[src/rtl/sr_latch_driver_if.sv]
// Command/status bundle between the control logic and sr_latch_driver.
// The master side issues set/clear commands; the slave side reports completion and latch state.
interface sr_latch_driver_if;
    logic cmd_valid;
    logic cmd_set;
    logic cmd_ready;
    logic done;
    logic err;
    logic err_sticky;
    logic latch_q;

    modport master (
        output cmd_valid,
        output cmd_set,
        input  cmd_ready,
        input  done,
        input  err,
        input  err_sticky,
        input  latch_q
    );

    modport slave (
        input  cmd_valid,
        input  cmd_set,
        output cmd_ready,
        output done,
        output err,
        output err_sticky,
        output latch_q
    );
endinterface

[src/rtl/sr_latch_driver.sv]
// Writes a NAND SR latch from the clocked domain with timed, non-overlapping active-low
// pulses, then reads it back through 2-flop synchronizers and flags any mismatch.
//
// state | meaning
// ------+-----------------------------------------------------------
// IDLE  | cmd_ready high, waiting for a command transfer
// PULSE | s_n (set) or r_n (clear) held low, counter running
// GUARD | both latch inputs high while the read-back settles
// CHECK | done pulse, err reflects the synchronized read-back
module sr_latch_driver #(
    parameter int PULSE_CYCLES = 4,
    parameter int GUARD_CYCLES = 2
) (
    input  logic               clk,
    input  logic               rst_n,
    sr_latch_driver_if.slave   cmd,
    output logic               s_n,
    output logic               r_n,
    input  logic               q_fb,
    input  logic               qn_fb
);

    localparam logic [7:0] PULSE_LOAD = 8'(PULSE_CYCLES - 1);
    localparam logic [7:0] GUARD_LOAD = 8'(GUARD_CYCLES - 1);

    typedef enum logic [1:0] {
        IDLE  = 2'd0,
        PULSE = 2'd1,
        GUARD = 2'd2,
        CHECK = 2'd3
    } state_t;

    state_t     state;
    state_t     state_nxt;
    logic [7:0] cnt;
    logic [7:0] cnt_nxt;
    logic       exp_q;
    logic       exp_q_nxt;
    logic       q_s1;
    logic       q_s2;
    logic       qn_s1;
    logic       qn_s2;
    logic       s_n_nxt;
    logic       r_n_nxt;
    logic       done_nxt;
    logic       err_nxt;
    logic       ready_nxt;
    logic       cmd_ready_q;
    logic       done_q;
    logic       err_q;
    logic       err_sticky_q;
    logic       xfer;
    logic       drive_pulse;

    assign xfer = cmd.cmd_valid && cmd_ready_q;

    always_comb begin
        state_nxt   = state;
        cnt_nxt     = cnt;
        exp_q_nxt   = exp_q;
        done_nxt    = 1'b0;
        err_nxt     = 1'b0;
        drive_pulse = 1'b0;
        s_n_nxt     = 1'b1;
        r_n_nxt     = 1'b1;
        ready_nxt   = 1'b0;

        case (state)
            IDLE: begin
                if (xfer) begin
                    exp_q_nxt = cmd.cmd_set;
                    cnt_nxt   = PULSE_LOAD;
                    state_nxt = PULSE;
                end
            end
            PULSE: begin
                if (cnt == 8'd0) begin
                    cnt_nxt   = GUARD_LOAD;
                    state_nxt = GUARD;
                end else begin
                    cnt_nxt = cnt - 8'd1;
                end
            end
            GUARD: begin
                if (cnt == 8'd0) begin
                    state_nxt = CHECK;
                    done_nxt  = 1'b1;
                    err_nxt   = (q_s2 != exp_q) || (q_s2 == qn_s2);
                end else begin
                    cnt_nxt = cnt - 8'd1;
                end
            end
            CHECK: begin
                state_nxt = IDLE;
            end
            default: begin
                state_nxt = IDLE;
            end
        endcase

        // Both pulse outputs derive from one decode, so they can never be low together.
        drive_pulse = (state_nxt == PULSE);
        s_n_nxt     = !(drive_pulse && exp_q_nxt);
        r_n_nxt     = !(drive_pulse && !exp_q_nxt);
        ready_nxt   = (state_nxt == IDLE);
    end

    always_ff @(posedge clk) begin
        if (!rst_n) begin
            state        <= IDLE;
            cnt          <= 8'd0;
            exp_q        <= 1'b0;
            s_n          <= 1'b1;
            r_n          <= 1'b1;
            cmd_ready_q  <= 1'b0;
            done_q       <= 1'b0;
            err_q        <= 1'b0;
            err_sticky_q <= 1'b0;
            q_s1         <= 1'b0;
            q_s2         <= 1'b0;
            qn_s1        <= 1'b0;
            qn_s2        <= 1'b0;
        end else begin
            state        <= state_nxt;
            cnt          <= cnt_nxt;
            exp_q        <= exp_q_nxt;
            s_n          <= s_n_nxt;
            r_n          <= r_n_nxt;
            cmd_ready_q  <= ready_nxt;
            done_q       <= done_nxt;
            err_q        <= err_nxt;
            err_sticky_q <= err_sticky_q | err_nxt;
            q_s1         <= q_fb;
            q_s2         <= q_s1;
            qn_s1        <= qn_fb;
            qn_s2        <= qn_s1;
        end
    end

    assign cmd.cmd_ready  = cmd_ready_q;
    assign cmd.done       = done_q;
    assign cmd.err        = err_q;
    assign cmd.err_sticky = err_sticky_q;
    assign cmd.latch_q    = q_s2;

endmodule

[src/flat_wrapper.sv]
// flat-port wrapper written by rule: the top's interface ports become plain ports
module sr_latch_driver_flat 
#(
    parameter int PULSE_CYCLES = 4,
    parameter int GUARD_CYCLES = 2
)
  (clk, rst_n, s_n, r_n, q_fb, qn_fb, cmd_cmd_valid, cmd_cmd_set, cmd_cmd_ready, cmd_done, cmd_err, cmd_err_sticky, cmd_latch_q);
  sr_latch_driver_if cmd_i ();
  input  logic clk;
  input  logic rst_n;
  output logic s_n;
  output logic r_n;
  input  logic q_fb;
  input  logic qn_fb;
  input wire logic [$bits(cmd_i.cmd_valid)-1:0] cmd_cmd_valid;
  input wire logic [$bits(cmd_i.cmd_set)-1:0] cmd_cmd_set;
  output wire logic [$bits(cmd_i.cmd_ready)-1:0] cmd_cmd_ready;
  output wire logic [$bits(cmd_i.done)-1:0] cmd_done;
  output wire logic [$bits(cmd_i.err)-1:0] cmd_err;
  output wire logic [$bits(cmd_i.err_sticky)-1:0] cmd_err_sticky;
  output wire logic [$bits(cmd_i.latch_q)-1:0] cmd_latch_q;
  assign cmd_i.cmd_valid = cmd_cmd_valid;
  assign cmd_i.cmd_set = cmd_cmd_set;
  assign cmd_cmd_ready = cmd_i.cmd_ready;
  assign cmd_done = cmd_i.done;
  assign cmd_err = cmd_i.err;
  assign cmd_err_sticky = cmd_i.err_sticky;
  assign cmd_latch_q = cmd_i.latch_q;
  sr_latch_driver #(.PULSE_CYCLES(PULSE_CYCLES), .GUARD_CYCLES(GUARD_CYCLES)) u_core (.clk(clk), .rst_n(rst_n), .cmd(cmd_i), .s_n(s_n), .r_n(r_n), .q_fb(q_fb), .qn_fb(qn_fb));
endmodule
[config.mk]
export PLATFORM = sky130hd
export DESIGN_NAME = sr_latch_driver_flat
export DESIGN_NICKNAME = d
export VERILOG_FILES = /design/src/rtl/sr_latch_driver_if.sv /design/src/rtl/sr_latch_driver.sv /design/src/flat_wrapper.sv
export SDC_FILE = /design/constraint.sdc
export NUM_CORES = 1
export LEC_CHECK = 0
export ABC_AREA = 1
export CORE_MARGIN = 2
export CORE_UTILIZATION = 58
export CTS_CLUSTER_DIAMETER = 120
export DETAILED_ROUTE_END_ITERATION = 12
export HOLD_SLACK_MARGIN = 0.15
export PLACE_DENSITY = 0.82
export REMOVE_ABC_BUFFERS = 1
export SLEW_MARGIN = 15
export SYNTH_ARGS = -nofsm -noshare
export SYNTH_HDL_FRONTEND = slang
export SYNTH_SLANG_ARGS = --single-unit
[constraint.sdc]
create_clock -name clk -period 3.3 [get_ports clk]
set_clock_uncertainty 0.1 [all_clocks]
set_input_delay 0.99 -clock clk [delete_from_list [all_inputs] [get_ports clk]]
set_output_delay 0.99 -clock clk [all_outputs]
set_load 0.02 [all_outputs]
### Word-level counts from Yosys, hierarchy flattened

Cells that the tools add are included.

* flip-flop bits (word level): 21
* input port bits: 6
* output and inout bits: 7
* logic and storage cells: 49

* $add $sub $neg: 1
* equal/unequal tests: 8
* mux-type cells: 13
* bitwise operators: 1
* reductions and logical operators: 13

Operator list (number)
* 8-bit 2-to-1 mux: 3
* 8-bit one-hot mux with 3 select lines: 1
* 8-bit logical NOT: 1
* 2-bit one-hot mux with 4 select lines: 1
* 8-bit by 1-bit subtractor with 8-bit output, second input constant: 1
* 2-bit 2-to-1 mux: 3
* 1-bit 2-to-1 mux: 5
* 2-bit by 1-bit == test with 1-bit output, second input constant: 2
* 2-bit == test, second input constant: 2
* 2-bit logical NOT: 2
* 1-bit logical AND: 3
* 1-bit logical NOT: 3
* 3-bit AND reduction: 1
* 3-bit nonzero test: 1
* 2-bit by 1-bit inequality test with 1-bit output, second input constant: 1
* 2-bit inequality test, second input constant: 1
* 2-bit AND reduction: 1
* 1-bit == test: 1
* 1-bit logical OR: 1
* 1-bit inequality test: 1
* 1-bit OR: 1

### Longest topological paths before layout

* depth in word-level cells: 6
* depth in mapped cells: 11
* mapped depth without buffers: 11

### Least setup slack after synthesis

No wires, ideal clock.

* kind: input-to-reg
* start point: in cmd_cmd_valid
* end point: reg u_core.cnt[0]
* setup time: 0.117 ns
* arrival time: 1.761 ns
* required time: 3.083 ns
* path slack: 1.322 ns
* stages: 7
* buffers on the path: 0
* cell sequence: nand2_1 -> a21oi_1 -> nand2_4 -> inv_6 -> nand2_1 -> nor2_1 -> nor2_1

* cells in the longest elaborated chain, start to end: 3

RTL lines
* start, declared: RTL line flat_wrapper.sv:15 `input wire logic [$bits(cmd_i.cmd_valid)-1:0] cmd_cmd_valid;`
* 1-bit logical AND: RTL line sr_latch_driver.sv:55 `assign xfer = cmd.cmd_valid && cmd_ready_q;`
* 2-bit by 1-bit inequality test with 1-bit output (no source line)
* 3-bit AND reduction (no source line)
* end signal, assigned: RTL line sr_latch_driver.sv:125 `cnt <= cnt_nxt;`
* end, declared: RTL line sr_latch_driver.sv:35 `logic [7:0] cnt;`

Every way passes these cells.
A chain may end at the register's enable or synchronous reset.

### Final worst setup path

* start point: reg u_core.q_s2 (netlist: u_core.cmd.latch_q)
* end point: out cmd_latch_q

RTL lines
* start, declared: RTL line sr_latch_driver.sv:40 `logic q_s2;`
* start signal, assigned: RTL line sr_latch_driver.sv:134 `q_s2 <= q_s1;`
* end, declared: RTL line flat_wrapper.sv:21 `output wire logic [$bits(cmd_i.latch_q)-1:0] cmd_latch_q;`

No word-level cell between the ends.

==> results.py <==
metrics = {
    "routing": {
        "viasPerCell": 4.90,
        "first_iter_violations": 21,
        "first_pass_iters": 4,
        "post_drt_wl_per_cell_microns": 10.5,
        "vias": 971,
        "drcViolationCount": 0,
        "final_antenna_net_count": 0,
        "wl_microns": 2070,
    },
    "floorplanning": {
        "io_pins": 13,
        "die_height_microns": 47.9,
        "die_w_microns": 47.9,
        "row_count": 15,
        "fp.dieArea_sq_mm": 0.00229,
        "core_sq_mm": 0.00176,
        "initial_core_util_pct": 63.3,
    },
    "cts": {
        "cts_buffers": 3,
        "cts_tree": "yes",
        "cts_resized": 0,
        "post_cts_buffers": 0,
        "cts.sinks": 21,
        "clockBufferDepth": 2,
        "hold_buffers": 0,
        "clock-root-buffer": "clkbuf_4",
        "clk_pin_slew_worst_paths_ps": 120,
        "clk_latency_ps": 290,
        "htreeDepth": 1,
    },
    "placed_design": {
        "post-place-cells": 194,
        "place_congestion": 0.839,
        "io_buffer_count": 12,
        "dp_slack_ps": 678,
        "placed_area_sq_mm": 0.00125,
        "dp_hpwl_microns": 1710,
    },
    "worst_setup_path": {
        "crit_chain": "clkdlybuf4s50_1",
        "r2r_end": "u_core.cnt[1]",
        "timing.rr.start": "u_core.state[0]",
        "cp_num_buf_inv": 1,
        "cpPeakStageDelay_ps": 620,
        "crit_path_start_kind": "register",
        "slowest_stage": "clkdlybuf4s50_1",
        "path_depth": 1,
        "end_kind": "output port",
        "setup.worst_path.class": "reg -> out",
        "crit_required_ps": 2210,
        "path_delay_family": "buffers and inverters",
        "reg2reg_slack_ps": 1460,
        "cp.arrival_ps": 1290,
        "worstRegToRegCells": 8,
        "crit_fanout": 3,
    },
    "final_layout": {
        "num_antenna_cells": 0,
        "nFillCells": 162,
        "final_common_cell": "nand2_1",
        "area_growth_pct": 14.8,
        "final_cells": 198,
        "fin_nets": 188,
        "fin_area_sq_mm": 0.00128,
        "fin_util_pct": 72.7,
        "drive_gt1_share_pct": 9.25,
        "final_cell_mix": "nand2_1, nor2_1, inv_1",
    },
    "global_route": {
        "grt_max_degree": 13,
        "grt_pass1_vias": 841,
        "antenna_found_initial": 0,
        "grt_pass1_wl_microns": 3390,
        "grt.overflow.total": 0,
        "grtUsageTotal_pct": 21.3,
    },
    "timing": {
        "rsz0062_at_grt": "no",
        "fmax_mhz": 421,
        "fin_crit_ps": 2380,
        "maxSlewHeadroom_pct": 70.1,
        "tightest_slew_ps": 449,
        "finalSetupTns_ps": 0,
        "setup_viol": 0,
        "setup_ws_ps": 924,
        "final-hold-violation-count": 0,
        "slew_violations": 0,
        "post-route-period-util_pct": 72.0,
    },
    "worst_hold_path": {
        "hold_end": "u_core.qn_s2",
        "min_delay_path_depth": 2,
        "min_path_type": "reg -> reg",
        "min-delay-start": "u_core.qn_s1",
    },
    "logic_synthesis": {
        "syn_area_per_cell_sq_um": 7.07,
        "ys_seq_area_share_pct": 37.6,
        "synthCells": 158,
        "synthFlopType": "dfxtp_1",
        "synth.area.top_cells": "dfxtp_1, nand2_1, ha_1",
        "yosysWarnings": 0,
        "ys_ff_latch": 21,
        "async_flop_share_pct": 0,
        "synth_top_area_share_pct": 37.6,
        "yosysUniqueCellTypes": 18,
        "syn_area_sq_mm": 0.00112,
        "yosysTopAreaCell": "dfxtp_1",
        "synth_edf_count": 0,
    },
    "power_and_ir_drop": {
        "cellLeakagePower_nw": 0.619,
        "peakVddDrop_uv": 630,
        "power_density_mw_per_mm2": 1060,
    },
    "status": {
        "status": "completed",
    },
    "run": {
        "maxCapViolCount": 0,
    },
}
==> cell families (layout without fill, tap and decap cells) <==
| logic type | after synthesis | count (layout) | synth area share, % |
|---|---|---|---|
| fa+ha+maj | 8 | 8 | 8.96 |
| flops | 21 | 21 | 37.6 |
| buf+inv | 27 | 42 | 10.4 |
| compound gates | 19 | 19 | 9.07 |
| simple gates | 83 | 83 | 33.9 |
==> final cells by class <==
cell class | count | area [sq um] | share of cell area [%]
Multi-Input combinational cell | 110 | 581 | 45.3
Sequential cell | 21 | 420 | 32.8
Timing Repair Buffer | 12 | 120 | 9.37
Inverter | 26 | 103 | 8.00
Tap cell | 25 | 31.3 | 2.44
Clock buffer | 3 | 22.5 | 1.76
Clock inverter | 1 | 5.00 | 0.390
==> cells in the mapped netlist (2+ instances only) <==
master,n
o21ai_0,13
nor2_2,4
inv_1,25
nand2_4,4
nor2_1,26
ha_1,8
nand3_1,9
nand2_1,35
nand4_1,2
dfxtp_1,21
a21oi_1,4
==> state kept, by name, indices dropped and copies added, names as in the netlist <==
register / count
u_core.r_n: 1
u_core.exp_q: 1
u_core.cmd.cmd_ready: 1
u_core.cmd.err_sticky: 1
u_core.cmd.err: 1
u_core.cmd.done: 1
u_core.qn_s2: 1
u_core.cmd.latch_q: 1
u_core.cnt: 8
u_core.s_n: 1
u_core.qn_s1: 1
u_core.state: 2
u_core.q_s1: 1
==> per-layer routing <==
| metal | track usage (%) | vias up | routed length [microns] |
|---|---|---|---|
| li1 | - | 518 | - |
| met1 | 28.3 | 430 | 1010 |
| met2 | 34.4 | 19 | 967 |
| met3 | 3.77 | 4 | 76 |
| met4 | 7.57 | 0 | 23 |
| met5 | 0 | - | 0 |
==> where the power goes <==
part | switching (W) | internal [W] | total (W)
combinational | 0.000550 | 0.000297 | 0.000847
clock | 0.0000754 | 0.0000450 | 0.000120
sequential | 0.0000588 | 0.000327 | 0.000386
==> through the flow <==
step | power [W] | hold slack (ps)
after floorplan | 0.00104 | 290
after global placement | 0.00121 | 297
after detailed placement | 0.00124 | 300
after CTS | 0.00136 | 329
after global routing | 0.00149 | 356
final | 0.00135 | 327
==> worst max path at each step <==
stage | startpoint | endpoint
after floorplan | cmd_cmd_valid | u_core.cnt[0]
after global placement | cmd_cmd_valid | u_core.cnt[0]
after detailed placement | cmd_cmd_valid | u_core.cnt[1]
after CTS | u_core.cmd.latch_q | cmd_latch_q
after global routing | u_core.cmd.latch_q | cmd_latch_q
final | u_core.cmd.latch_q | cmd_latch_q
Note: power is estimated with default switching activity, not from simulation.
